**src/rtl/bus_initiator_if.sv**
```systemverilog
// MemoryBus: initiator/target link between a bus master and slave register files.
// Master drives msValid/msAddress/msWrite/msData/msID and smTaken; it samples
// msTaken and the response channel smValid/smData/smID. Slave is the mirror.
interface MemoryBus #(
    parameter int unsigned DATA_WIDTH    = 24,
    parameter int unsigned ADDRESS_WIDTH = 32,
    parameter int unsigned ID_WIDTH      = 4
);
    logic                     msValid;
    logic [ADDRESS_WIDTH-1:0] msAddress;
    logic                     msWrite;
    logic [DATA_WIDTH-1:0]    msData;
    logic [ID_WIDTH-1:0]      msID;
    logic                     msTaken;

    logic                     smValid;
    logic [DATA_WIDTH-1:0]    smData;
    logic [ID_WIDTH-1:0]      smID;
    logic                     smTaken;

    modport Master (
        output msValid, msAddress, msWrite, msData, msID, smTaken,
        input  msTaken, smValid, smData, smID
    );

    modport Slave (
        input  msValid, msAddress, msWrite, msData, msID, smTaken,
        output msTaken, smValid, smData, smID
    );
endinterface

```
**src/rtl/bus_initiator.sv**
```systemverilog
// bus_initiator: converts a command stream into MemoryBus master transactions.
// Writes are posted; reads carry a rolling ID and consume a credit that is only
// returned when the read response is popped, so the response FIFO never overflows.
// Ports:
//   clock, reset            clock and asynchronous active-low reset
//   cmdValid/cmdReady       command handshake (cmdWrite, cmdAddress, cmdData)
//   rspValid/rspReady       read response handshake (rspData, rspID)
//   idle                    no request held and no credits in use
//   error                   sticky: a response arrived that no credit accounts for
//   bus                     MemoryBus master side
module bus_initiator #(
    parameter int unsigned DATA_WIDTH      = 24,
    parameter int unsigned ADDRESS_WIDTH   = 32,
    parameter int unsigned ID_WIDTH        = 4,
    parameter int unsigned MAX_OUTSTANDING = 4
) (
    input  logic                     clock,
    input  logic                     reset,
    input  logic                     cmdValid,
    output logic                     cmdReady,
    input  logic                     cmdWrite,
    input  logic [ADDRESS_WIDTH-1:0] cmdAddress,
    input  logic [DATA_WIDTH-1:0]    cmdData,
    output logic                     rspValid,
    input  logic                     rspReady,
    output logic [DATA_WIDTH-1:0]    rspData,
    output logic [ID_WIDTH-1:0]      rspID,
    output logic                     idle,
    output logic                     error,
    MemoryBus.Master                 bus
);

    localparam int unsigned CW    = $clog2(MAX_OUTSTANDING + 1);
    localparam int          DEPTH = int'(MAX_OUTSTANDING);
    localparam logic [CW-1:0] MAX_CRED = CW'(MAX_OUTSTANDING);

    typedef struct packed {
        logic [DATA_WIDTH-1:0] data;
        logic [ID_WIDTH-1:0]   id;
    } rsp_t;

    logic              reqValid;
    logic [ID_WIDTH-1:0] nextID;
    logic [CW-1:0]     credits;
    logic [CW-1:0]     fifoCount;
    logic [CW-1:0]     wrIdx;
    rsp_t              fifoMem [DEPTH];
    rsp_t              pushEntry;

    logic entryFree;
    logic accept;
    logic acceptRead;
    logic fifoFull;
    logic capture;
    logic push;
    logic pop;
    logic stray;

    // Handshake decode; the entry frees combinationally on a taken cycle so
    // back-to-back commands sustain one per cycle.
    assign entryFree  = !reqValid || bus.msTaken;
    assign cmdReady   = entryFree && (cmdWrite || (credits < MAX_CRED));
    assign accept     = cmdValid && cmdReady;
    assign acceptRead = accept && !cmdWrite;

    assign fifoFull    = (fifoCount == MAX_CRED);
    assign bus.smTaken = !fifoFull;
    assign capture     = bus.smValid && !fifoFull;
    // A response is legitimate only if some credit is not already backed by a FIFO entry.
    assign push        = capture && (credits > fifoCount);
    assign stray       = capture && !(credits > fifoCount);

    assign rspValid  = (fifoCount != '0);
    assign pop       = rspValid && rspReady;
    assign rspData   = fifoMem[0].data;
    assign rspID     = fifoMem[0].id;
    assign pushEntry = '{data: bus.smData, id: bus.smID};
    assign wrIdx     = pop ? (fifoCount - CW'(1)) : fifoCount;

    assign bus.msValid = reqValid;
    assign idle        = !reqValid && (credits == '0);

    // Request register and rolling read ID.
    always_ff @(posedge clock or negedge reset) begin
        if (!reset) begin
            reqValid      <= 1'b0;
            bus.msAddress <= '0;
            bus.msWrite   <= 1'b0;
            bus.msData    <= '0;
            bus.msID      <= '0;
            nextID        <= '0;
        end else begin
            if (accept) begin
                reqValid      <= 1'b1;
                bus.msAddress <= cmdAddress;
                bus.msWrite   <= cmdWrite;
                bus.msData    <= cmdWrite ? cmdData : '0;
                bus.msID      <= nextID;
            end else if (bus.msTaken) begin
                reqValid <= 1'b0;
            end
            if (acceptRead) begin
                nextID <= nextID + ID_WIDTH'(1);
            end
        end
    end

    // Read credits: taken on read accept, returned on response pop.
    always_ff @(posedge clock or negedge reset) begin
        if (!reset) begin
            credits <= '0;
        end else begin
            case ({acceptRead, pop})
                2'b10:   credits <= credits + CW'(1);
                2'b01:   credits <= credits - CW'(1);
                default: credits <= credits;
            endcase
        end
    end

    // Sticky stray-response flag.
    always_ff @(posedge clock or negedge reset) begin
        if (!reset) begin
            error <= 1'b0;
        end else if (stray) begin
            error <= 1'b1;
        end
    end

    // Shifting response FIFO: entry 0 is always the head, so rspData/rspID come straight from flops.
    always_ff @(posedge clock or negedge reset) begin
        if (!reset) begin
            fifoCount <= '0;
            for (int i = 0; i < DEPTH; i++) begin
                fifoMem[i] <= '0;
            end
        end else begin
            for (int i = 0; i < DEPTH; i++) begin
                if (push && (CW'(i) == wrIdx)) begin
                    fifoMem[i] <= pushEntry;
                end else if (pop && (i < DEPTH - 1)) begin
                    fifoMem[i] <= fifoMem[(i + 1) % DEPTH];
                end
            end
            fifoCount <= fifoCount + CW'(push) - CW'(pop);
        end
    end

endmodule

```
**src/flat_wrapper.sv**
```systemverilog
// flat-port wrapper written by rule: the top's interface ports become plain ports
module bus_initiator_flat 
#(
    parameter int unsigned DATA_WIDTH      = 24,
    parameter int unsigned ADDRESS_WIDTH   = 32,
    parameter int unsigned ID_WIDTH        = 4,
    parameter int unsigned MAX_OUTSTANDING = 4
)
  (clock, reset, cmdValid, cmdReady, cmdWrite, cmdAddress, cmdData, rspValid, rspReady, rspData, rspID, idle, error, bus_msValid, bus_msAddress, bus_msWrite, bus_msData, bus_msID, bus_smTaken, bus_msTaken, bus_smValid, bus_smData, bus_smID);
  MemoryBus #(.DATA_WIDTH(DATA_WIDTH), .ADDRESS_WIDTH(ADDRESS_WIDTH), .ID_WIDTH(ID_WIDTH)) bus_i ();
  input  logic clock;
  input  logic reset;
  input  logic cmdValid;
  output logic cmdReady;
  input  logic cmdWrite;
  input  logic [ADDRESS_WIDTH-1:0] cmdAddress;
  input  logic [DATA_WIDTH-1:0] cmdData;
  output logic rspValid;
  input  logic rspReady;
  output logic [DATA_WIDTH-1:0] rspData;
  output logic [ID_WIDTH-1:0] rspID;
  output logic idle;
  output logic error;
  output wire logic [$bits(bus_i.msValid)-1:0] bus_msValid;
  output wire logic [$bits(bus_i.msAddress)-1:0] bus_msAddress;
  output wire logic [$bits(bus_i.msWrite)-1:0] bus_msWrite;
  output wire logic [$bits(bus_i.msData)-1:0] bus_msData;
  output wire logic [$bits(bus_i.msID)-1:0] bus_msID;
  output wire logic [$bits(bus_i.smTaken)-1:0] bus_smTaken;
  input wire logic [$bits(bus_i.msTaken)-1:0] bus_msTaken;
  input wire logic [$bits(bus_i.smValid)-1:0] bus_smValid;
  input wire logic [$bits(bus_i.smData)-1:0] bus_smData;
  input wire logic [$bits(bus_i.smID)-1:0] bus_smID;
  assign bus_msValid = bus_i.msValid;
  assign bus_msAddress = bus_i.msAddress;
  assign bus_msWrite = bus_i.msWrite;
  assign bus_msData = bus_i.msData;
  assign bus_msID = bus_i.msID;
  assign bus_smTaken = bus_i.smTaken;
  assign bus_i.msTaken = bus_msTaken;
  assign bus_i.smValid = bus_smValid;
  assign bus_i.smData = bus_smData;
  assign bus_i.smID = bus_smID;
  bus_initiator #(.DATA_WIDTH(DATA_WIDTH), .ADDRESS_WIDTH(ADDRESS_WIDTH), .ID_WIDTH(ID_WIDTH), .MAX_OUTSTANDING(MAX_OUTSTANDING)) u_core (.clock(clock), .reset(reset), .cmdValid(cmdValid), .cmdReady(cmdReady), .cmdWrite(cmdWrite), .cmdAddress(cmdAddress), .cmdData(cmdData), .rspValid(rspValid), .rspReady(rspReady), .rspData(rspData), .rspID(rspID), .idle(idle), .error(error), .bus(bus_i));
endmodule
```
**config.mk**
```make
export PLATFORM = sky130hd
export DESIGN_NAME = bus_initiator_flat
export DESIGN_NICKNAME = d
export VERILOG_FILES = /design/src/rtl/bus_initiator_if.sv /design/src/rtl/bus_initiator.sv /design/src/flat_wrapper.sv
export SDC_FILE = /design/constraint.sdc
export NUM_CORES = 1
export LEC_CHECK = 0
export CAP_MARGIN = 30
export CORE_MARGIN = 4
export CORE_UTILIZATION = 45
export CTS_CLUSTER_DIAMETER = 40
export DETAILED_ROUTE_END_ITERATION = 10
export GPL_TIMING_DRIVEN = 1
export PLACE_DENSITY = 0.81
export SETUP_SLACK_MARGIN = 0.4
export SLEW_MARGIN = 10
export SYNTH_ARGS = -nofsm -noshare
export SYNTH_HDL_FRONTEND = slang
export SYNTH_SLANG_ARGS = --single-unit
export TNS_END_PERCENT = 1
```
**constraint.sdc**
```tcl
create_clock -name clock -period 2.63 [get_ports clock]
set_clock_uncertainty 0.05 [all_clocks]
set_input_delay 0.263 -clock clock [delete_from_list [all_inputs] [get_ports clock]]
set_output_delay 0.263 -clock clock [all_outputs]
set_load 0.05 [all_outputs]
```
==> impl_results.md, run 1 <==
- Status: completed
- Crit-path max cell delay: 810 ps
- Worst-path clk slew: 70 ps
- Number of global-route vias before repair: 6450
- Row cnt: 49
- Crit path kind: reg -> out
- Final instance area: 11200 sq um
- Clk buf depth: 2
- Final Max Tran Viols: 0
- Core area: 18100 sq um
- Synthesized flop and latch total: 185
- Slew margin rel.: 62.2%
- Max IR drop VDD: 0.716 mV
- CTS buffer count: 17
- Initial Utilization: 46.3%
- Hpwl dp: 13600 um
- CTS tree: yes
- Max Freq: 0.445 GHz
- Clk Latency, worst-skew pair: 430 ps
- Area leader, netlist: dfrtp_1
- Initial antenna violation count: 0
- Synthesized Nets: 847
- Vias: 6150
- Seq/Total Area, Yosys: 55.1%
- Critical Path RT: 2320 ps
- Die width: 145 um
- Area Growth Syn to Fin: 32.7%
- Die Span Y: 145 um
- H-tree lvl count: 4
- IO Count: 186
- GR Util All Layers: 19.7%
- Setup TNS: 0 ps
- Port Buffer Count: 185
- First-pass GRT wire length: 32500 um
- Final Util: 61.5%
- Pwr Density: 1250 nW/um^2
- Pleak: 0.00504 uW
- Cell with the most instances after synthesis: dfrtp_1
- Syn_area_per_cell: 11.3 sq um
- Worst setup EP type: output pin
- Crit path max-delay cell type: clkdlybuf4s50_1
- Full die area: 20900 sq um
- Final ANT Viol Nets: 0
- CP Cell Sequence: inv_2 > ha_4 > nand2b_4 > clkdlybuf4s50_1
- Routed Wire Length: 20300 um
- Endpoints failing hold: 0
- Clk root buf: clkbuf_16
- Share of cells above drive strength 1: 14.9%
- Hold Crit Class: in -> async
- Ys async rst share: 100%
- TritonRoute pass-1 iters: 5
- Gp weighted congestion: 0.780
- Data arrival, critical path: 1930 ps
- # setup viols final: 0
- Largest net degree at the start of global routing: 87
- Unrepaired setup endpoints after global routing: yes
- Post-DP Area: 10500 sq um
- Predominant post-synthesis flop cell: dfrtp_1
- DRT iter0 DRCs: 399
- Reported max-cap violation count: 0
- Fin crit share: 85.4%
- Drt via density: 5.38
- DR DRC count: 0
- Critical Path Fanout Max: 3
- Post-synth EDFFs: 0
- Synth Instances: 745
- Synth unique cells: 32
- Synth area leaders: dfrtp_1 55%, mux2_2 7.2%, mux2i_1 6.8%, nand2_1 6.1%, mux2_1 5.4%
- Number of diodes: 0
- Post-synth top area share: 55.1%
- Sink Count: 185
- Critical Path Start Type: register
- Post-synthesis instance area: 8410 sq um
- Post-synth top cells: 185 x dfrtp_1, 137 x nand2_1, 78 x o21ai_0, 57 x mux2i_1, 57 x nand4_1
- WL/cell: 17.7 um
- Measured slew at the worst slew-check pin: 567 ps
- Yosys warnings: 0
- Congestion Overflow GR: 0
- Fin crit period: 2250 ps
- Layout net count: 1004
-- routing by layer --
layer | track usage (%) | up-vias | part of all wire, %
met5 | 0 | - | 0
met4 | 5.45 | 0 | 1.1
met3 | 9.23 | 13 | 10
met2 | 32.7 | 202 | 50
met1 | 23.2 | 3059 | 39
li1 | - | 2876 | -
-- worst paths after layout --
check | startpoint | depth (start not counted) | slack [ps] | endpoint
max in group asynchronous | reset | 3 | 1490 | u_core.rspData[10]$_DFFE_PN0P_
min | reset | 2 | 310 | u_core.rspData[19]$_DFFE_PN0P_
max reg2reg | u_core.fifoCount[0]$_DFF_PN0_ | 12 | 410 | u_core.fifoCount[2]$_DFF_PN0_
min in group clock | cmdData[3] | 3 | 340 | u_core.bus.msData[3]$_DFFE_PN0N_
max | u_core.fifoCount[0]$_DFF_PN0_ | 4 | 380 | rspValid
min reg2reg | u_core.bus.msData[3]$_DFFE_PN0N_ | 2 | 430 | u_core.bus.msData[3]$_DFFE_PN0N_
-- registers in the layout (all words and copies together), names as in the netlist --
signal,cells
u_core.fifoMem,84
u_core.credits,3
u_core.bus.msData,24
u_core.rspData,24
u_core.bus.msAddress,32
u_core.error,1
u_core.nextID,4
u_core.bus.msID,4
u_core.bus.msValid,1
u_core.rspID,4
u_core.bus.msWrite,1
u_core.fifoCount,3
-- worst max-delay path, delay by kind of cell, from the launching register on --
kind / cells / cell delay, ps
and+or+nand+nor: 1 / 90
adders and majority gates: 1 / 170
buffers and inverters: 2 / 880
DFF: 1 / 370
-- final cells by class --
type,instances,area (sq um)
clock inverters,10,106
well taps,229,287
multi-input cells,468,3390
repair buffers,218,2220
clock buffers,22,474
fillers,1430,6990
inverters,12,45.0
flip-flops and latches,185,4630
-- report_power, final --
part | switching [uW] | total (uW) | internal, uW
registers | 635 | 4640 | 4000
logic | 4200 | 6800 | 2600
clock network | 1120 | 2520 | 1400
total | 5950 | 14000 | 8010
-- logic make-up after synthesis --
kind of cell / Yosys count / share of synthesized area [%]
and+or+nand+nor: 211 / 12.0
muxes: 151 / 19.4
buffers and inverters: 92 / 5.61
xor gates and xnor gates: 9 / 0.938
DFF: 185 / 55.1
adders and majority gates: 11 / 1.82
AOI/OAI and AO/OA: 86 / 5.21
-- stage by stage --
step	hold WS [ps]	power, uW	setup WS, ps	std cells
global placement	210	11200	280	1108
finish	306	14000	384	1144
CTS	310	14000	260	1141
detailed placement	208	11400	215	1108
floorplan	-82.6	9290	153	745
global route	325	14800	312	1144
-- cells in the final DEF (no fill, tap or decap), types with 2 or more instances in the layout --
cell             count
ha_4                 2
inv_1                8
nand3_4              3
inv_6                5
mux2_2              54
xor2_1               3
buf_6                2
fa_1                 2
o21ai_1              3
clkbuf_16           17
clkbuf_8             4
xnor2_1              5
nor2_1               3
dfrtp_1            185
clkbuf_1             2
clkdlybuf4s50_1    181
o21ai_0             77
nand4_1             57
inv_2                4
ha_1                 6
nand2b_1             2
mux2i_1             57
buf_12               8
mux2_1              40
and3_1               2
nand2_1            136
buf_4               22
-- repair_timing --
action	4_1_cts	5_1_grt
hold endpoints to repair	49	0
gates resized for setup	1	12
hold buffers	1	0
endpoints found under the setup margin	117	118
setup buffers	0	3
pin swaps	0	3
Note: power is estimated with default switching activity, not from simulation.
==> run 2: changes to the inputs <==
--- a/config.mk
+++ b/config.mk
@@ -5,7 +5,6 @@
 export SDC_FILE = /design/constraint.sdc
 export NUM_CORES = 1
 export LEC_CHECK = 0
-export CAP_MARGIN = 30
 export CORE_MARGIN = 4
 export CORE_UTILIZATION = 45
 export CTS_CLUSTER_DIAMETER = 40
==> results of run 2 <==
Same layout as run 1: the final DEF is identical, and so are final timing and power.
